$ cat src/rtl/letc_core_muldiv_sequencer.sv
// Iterative RV32M multiply/divide unit with its sequencing FSM.
// One operation at a time: valid/ready request in, valid/ack result out.
// 32 shift-add (MUL*) or restoring shift-subtract (DIV*/REM*) steps on
// unsigned magnitudes, followed by a single sign fix-up cycle.
module letc_core_muldiv_sequencer #(
  parameter bit FASTPATH_EN = 1'b1
) (
  input  logic        clk,
  input  logic        rst_n,
  input  logic        flush,
  input  logic        req_valid,
  output logic        req_ready,
  input  logic [2:0]  req_op,
  input  logic [31:0] req_a,
  input  logic [31:0] req_b,
  input  logic [4:0]  req_rd_idx,
  output logic        busy,
  output logic        result_valid,
  input  logic        result_ack,
  output logic [31:0] result,
  output logic [4:0]  result_rd_idx
);

  typedef enum logic [1:0] {
    IDLE  = 2'd0,
    ITER  = 2'd1,
    FIXUP = 2'd2,
    DONE  = 2'd3
  } state_t;

  state_t      state, state_nxt;
  logic [2:0]  op_q;
  logic        neg_q;
  logic [4:0]  cnt_q;
  logic [31:0] hi_q;     // product high word / partial remainder
  logic [31:0] lo_q;     // product low word / dividend shifting into quotient
  logic [31:0] bmag_q;   // multiplicand / divisor magnitude

  // Request decode
  logic        accept;
  logic        a_signed, b_signed, a_neg, b_neg;
  logic [31:0] mag_a, mag_b;
  logic        div_zero, div_ovf, fast, sign_nxt;
  logic [31:0] fast_result;

  // Iteration step and fix-up datapath
  logic [32:0] mul_sum, mul_add;
  logic [32:0] div_trial;
  logic        div_ge;
  logic [31:0] div_rem_nxt;
  logic [63:0] prod_fix;
  logic [31:0] quo_fix, rem_fix, fix_result;

  assign req_ready    = (state == IDLE);
  assign busy         = (state != IDLE);
  assign result_valid = (state == DONE);

  // Decode operand signedness, magnitudes, result sign and special cases
  always_comb begin
    accept   = (state == IDLE) && req_valid && !flush;
    a_signed = req_op[2] ? !req_op[0] : (req_op != 3'd3);
    b_signed = req_op[2] ? !req_op[0] : (req_op[1] == 1'b0);
    a_neg    = a_signed && req_a[31];
    b_neg    = b_signed && req_b[31];
    mag_a    = a_neg ? (32'd0 - req_a) : req_a;
    mag_b    = b_neg ? (32'd0 - req_b) : req_b;
    div_zero = req_op[2] && (req_b == '0);
    div_ovf  = req_op[2] && !req_op[0] && (req_a == 32'h8000_0000) && (req_b == '1);
    fast     = FASTPATH_EN && (div_zero || div_ovf);
    // Restoring division by zero yields an all-ones quotient magnitude,
    // so the quotient sign is suppressed to keep 0xFFFFFFFF un-negated.
    if (!req_op[2])     sign_nxt = a_neg ^ b_neg;
    else if (req_op[1]) sign_nxt = a_neg;
    else                sign_nxt = (a_neg ^ b_neg) && !div_zero;
    if (div_zero) fast_result = req_op[1] ? req_a : '1;
    else          fast_result = req_op[1] ? '0 : 32'h8000_0000;
  end

  // One multiply or divide step, plus sign fix-up and result select
  always_comb begin
    mul_sum     = {1'b0, hi_q} + {1'b0, bmag_q};
    mul_add     = lo_q[0] ? mul_sum : {1'b0, hi_q};
    div_trial   = {hi_q, lo_q[31]};
    div_ge      = (div_trial >= {1'b0, bmag_q});
    div_rem_nxt = div_ge ? (div_trial[31:0] - bmag_q) : div_trial[31:0];
    prod_fix    = neg_q ? (64'd0 - {hi_q, lo_q}) : {hi_q, lo_q};
    quo_fix     = neg_q ? (32'd0 - lo_q) : lo_q;
    rem_fix     = neg_q ? (32'd0 - hi_q) : hi_q;
    case (op_q)
      3'd0:             fix_result = prod_fix[31:0];
      3'd1, 3'd2, 3'd3: fix_result = prod_fix[63:32];
      3'd4, 3'd5:       fix_result = quo_fix;
      default:          fix_result = rem_fix;
    endcase
  end

  // State register
  always_ff @(posedge clk) begin
    if (!rst_n) state <= IDLE;
    else        state <= state_nxt;
  end

  // Next-state logic; flush overrides acceptance and acknowledgement
  always_comb begin
    state_nxt = state;
    if (flush) begin
      state_nxt = IDLE;
    end else begin
      case (state)
        IDLE:    if (req_valid) state_nxt = fast ? DONE : ITER;
        ITER:    if (cnt_q == '0) state_nxt = FIXUP;
        FIXUP:   state_nxt = DONE;
        DONE:    if (result_ack) state_nxt = IDLE;
        default: state_nxt = IDLE;
      endcase
    end
  end

  // Operand latching, iteration datapath and result registers
  always_ff @(posedge clk) begin
    if (!rst_n) begin
      op_q          <= '0;
      neg_q         <= 1'b0;
      cnt_q         <= '0;
      hi_q          <= '0;
      lo_q          <= '0;
      bmag_q        <= '0;
      result        <= '0;
      result_rd_idx <= '0;
    end else if (accept) begin
      op_q          <= req_op;
      neg_q         <= sign_nxt;
      cnt_q         <= 5'd31;
      hi_q          <= '0;
      lo_q          <= mag_a;
      bmag_q        <= mag_b;
      result_rd_idx <= req_rd_idx;
      if (fast) result <= fast_result;
    end else if (!flush && state == ITER) begin
      if (cnt_q != '0) cnt_q <= cnt_q - 5'd1;
      if (!op_q[2]) begin
        hi_q <= mul_add[32:1];
        lo_q <= {mul_add[0], lo_q[31:1]};
      end else begin
        hi_q <= div_rem_nxt;
        lo_q <= {lo_q[30:0], div_ge};
      end
    end else if (!flush && state == FIXUP) begin
      result <= fix_result;
    end
  end

  a_valid_in_done: assert property (@(posedge clk) disable iff (!rst_n)
    result_valid |-> state == DONE);
  a_ready_not_busy: assert property (@(posedge clk) disable iff (!rst_n)
    req_ready |-> !busy);
  a_result_stable: assert property (@(posedge clk) disable iff (!rst_n)
    (result_valid && !result_ack) |=> ($stable(result) && $stable(result_rd_idx)));

endmodule

$ cat config.mk
export PLATFORM = sky130hd
export DESIGN_NAME = letc_core_muldiv_sequencer
export DESIGN_NICKNAME = d
export VERILOG_FILES = /design/src/rtl/letc_core_muldiv_sequencer.sv
export SDC_FILE = /design/constraint.sdc
export NUM_CORES = 1
export LEC_CHECK = 0
export CELL_PAD_IN_SITES_DETAIL_PLACEMENT = 1
export CELL_PAD_IN_SITES_GLOBAL_PLACEMENT = 2
export CORE_ASPECT_RATIO = 1.2
export CORE_MARGIN = 2
export CORE_UTILIZATION = 25
export CTS_BUF_LIST = sky130_fd_sc_hd__clkbuf_16
export CTS_CLUSTER_SIZE = 28
export DETAILED_ROUTE_END_ITERATION = 10
export HOLD_SLACK_MARGIN = 0.08
export PLACE_DENSITY = 0.68
export SKIP_LAST_GASP = 1
export SYNTH_ARGS = -nofsm -noshare
export SYNTH_HDL_FRONTEND = slang
export SYNTH_SLANG_ARGS = --single-unit
$ cat constraint.sdc
create_clock -name clk -period 3.5 [get_ports clk]
set_input_delay 0.7 -clock clk [delete_from_list [all_inputs] [get_ports clk]]
set_output_delay 0.7 -clock clk [all_outputs]
set_load 0.02 [all_outputs]
==> results.md <==
* Multi-input gate area in the final layout at 10,600 µm²
* Bufs and invs on worst path at 0
* Switching part of the total at 39.2%
* Synth async-reset ratio at 0%
* Clock latency on the worst-skew pair at 0.50 ns
* CP Launch Type: register
* Routed WL at 68.6 mm
* Pre-CTS setup slack at -0.210 ns
* Worst r2r src: bmag_q[0]
* Synth Net Count at 2,130
* Status: finished clean
* Slew headroom at 32.9%
* Synth unique cells at 86
* Nets at 2,344
* GRT Overall Usage at 23.2%
* CP dominant cell by count: a31o_2
* Fillers at 6,920
* CP required at 3.87 ns
* H-tree levels at 4
* Hold buffer count at cts at 0
* Share of post-route cells with drive strength above 1 at 14.8%
* CP cell instances: ha_1 > fa_1 > a21o_1 > a221oi_2 > o211ai_1 > a31o_2 > a31o_2 > a21oi_1 > o21ai_0 > xor2_1 > nor2_1 > a2111oi_1
* Max rail drop VDD at 0.000299 V
* Gp weighted congestion at 0.896
* TritonCTS clock tree: yes
* Crit-path max FO at 3
* Slew @ Worst Pin at 1.00 ns
* # IOs at 117
* Root Driver: clkbuf_16
* CP top delay family: compound AO/OA/AOI/OAI gates
* Most frequent cells in the layout: buf_4, o21ai_0, nand2_1, nor2_1, a21oi_1
* Avg Cell Area, Syn at 7.23 µm²
* Grt total ovfl at 0
* Longest Clk Path Bufs at 2
* Ant. Diodes at 0
* WL/cell at 23.4 µm
* Crit. End Element: register
* Clock share of power at 30.9%
* Antenna violations before repair at 1
* Num CTS Buffers at 17
* Comb power frac at 38.8%
* Overall Power at 6.17 mW
* Max incr delay on CP at 0.42 ns
* Flop pwr share at 30.3%
* Vias at 16,100
* Leak pwr at 7.02 nW
* Die width at 222 µm
* Starting DRT DRC Count at 777
* Worst Setup Slack, final at 0.140 ns
* RSZ-0062 raised after global routing: yes
* Largest net degree at the start of global routing at 87
* Synth warnings at 0
* Min Clock Period, post-route at 3.36 ns
* Reg area at 2890 µm²
* DR pass1 iterations at 5
* First-pass GRT wire length at 104 mm
* I/O Buffers at 116
* CTS sink cnt at 144
* Synth Register Bits at 144
* Die height at 266 µm
* Crit path DAT at 3.73 ns
* Slowest cell on the critical path: fa_1
* Fin crit share at 96.0%
* HP Class: register to register
* Commonest non-fill, non-tap cell in the layout: buf_4
* Primary flip-flop cell chosen by synthesis mapping: dfxtp_1
* # DRC at 0
* Final HPWL DP at 54.4 mm
* Synthesized instance count at 1,976
* CP Launch Point: bmag_q[0]
* Row count at 96
* Number of flops mapped to enable cells by yosys at 0
* Switch Pwr at 2.42 mW
* Detail Route Antenna Nets at 0
* Hold slack at 0.458 ns
* Core region area at 56,800 µm²
* Seq/Total Area, Yosys at 20.2%
* Max Cap Viol at 0
* Starting Density at 25.2%
* Endpoints failing hold at 0
* Slew Viols, Final at 0
* Internal power at 3.75 mW
* CP Class: register to register
* Die area at 59,100 µm²
* Final Setup Violations at 0
* Fin Clk Skew at 0.0156 ns
* Power per cell area at 339 nW/µm²
* Synthesized area at 14,300 µm²
* Vias in the first global route at 17,100
* Via density at 5.48
* Fmax achieved at 0.298 GHz
* Layout area overhead at 27.4%
* Hold Startpoint: result_rd_idx[3]
* Clock transition at path regs at 0.06 ns
[synthesized netlist by cell type, types with 26 or more instances]
library cell / count / area (µm²)
nor3_1: 32 / 160
a21o_1: 32 / 240
a211oi_1: 88 / 661
a31oi_1: 29 / 181
o21ai_0: 179 / 896
clkbuf_1: 125 / 469
ha_1: 75 / 938
nand3_1: 52 / 260
inv_1: 63 / 236
nand2_1: 175 / 657
nor2_1: 172 / 646
mux2i_1: 48 / 480
dfxtp_1: 144 / 2880
o22ai_1: 26 / 163
xor2_1: 102 / 893
a21oi_1: 161 / 806
xnor2_1: 78 / 683
[worst paths after layout]
kind / end / slack (ns) / cells past startpoint
max reg2reg: hi_q[25] / 0.14 / 12
max: hi_q[25] / 0.14 / 12
min: result_rd_idx[3] / 0.46 / 2
min reg2reg: result_rd_idx[3] / 0.46 / 2
[worst min-delay path: cells and delay by family (launching register included)]
| family | cells | cell delay, ns |
|---|---|---|
| AND/OR/NAND/NOR | 1 | 0.05 |
| AO/OA/AOI/OAI | 1 | 0.05 |
| flip-flops | 1 | 0.31 |
[stage by stage]
step	instance area, µm²	instances	util [%]	TNS, ns
6_report	18200	2936	32.0	0
5_1_grt	18200	2936	32.0	-0.0402
4_1_cts	18200	2933	32.0	0
3_5_place_dp	17600	2903	31.0	-2.46
3_3_place_gp	17600	2903	31.0	-1.46
2_1_floorplan	14300	1976	-	0
[cells by family (layout without fill, tap and decap cells)]
family | after synthesis | after routing | synth area share (%)
AOI/OAI and AO/OA | 690 | 690 | 30.8
and+or+nand+nor | 609 | 609 | 21.0
buffers and inverters | 219 | 444 | 6.15
xor gates and xnor gates | 180 | 180 | 11.0
DFF | 144 | 144 | 20.2
adders and majority gates | 77 | 77 | 6.85
muxes | 57 | 57 | 4.07
[layout make-up]
class,instances,share of cell area [%]
Inverter,64,1.32
Multi-Input combinational cell,1613,58.1
Clock inverter,13,0.687
Timing Repair Buffer,350,16.6
Sequential cell,144,15.9
Clock buffer,17,2.34
Tap cell,735,5.05
[power groups by stage]
| stage | Combinational, mW | Clock [mW] | Sequential [mW] |
|---|---|---|---|
| global route | 2.59 | 2.00 | 1.88 |
| detailed placement | 2.36 | 0 | 1.91 |
| floorplan | 1.37 | 0 | 1.86 |
| global placement | 2.32 | 0 | 1.91 |
| finish | 2.39 | 1.91 | 1.87 |
| CTS | 2.37 | 1.94 | 1.87 |
[per-layer routing]
metal / track usage, % / up-vias / wire length (µm)
met4: 11.4 / 0 / 3160
li1: - / 7679 / -
met5: 0 / - / 0
met2: 42.1 / 281 / 34800
met1: 26.7 / 8014 / 28600
met3: 3.16 / 110 / 1980
[sequential cells by signal (all words and copies together), names as in the netlist]
| name | cells |
|---|---|
| cnt_q | 5 |
| op_q | 3 |
| lo_q | 32 |
| neg_q | 1 |
| result | 32 |
| state | 2 |
| hi_q | 32 |
| bmag_q | 32 |
| result_rd_idx | 5 |
[repair_timing]
item / 4_1_cts / 5_1_grt
cloned: 0 / 0
pin swaps: 0 / 3
resized for setup: 1 / 10
buffers inserted: 0 / 3
setup endpoints to repair: 2 / 30
Note: power is estimated with default switching activity, not from simulation.
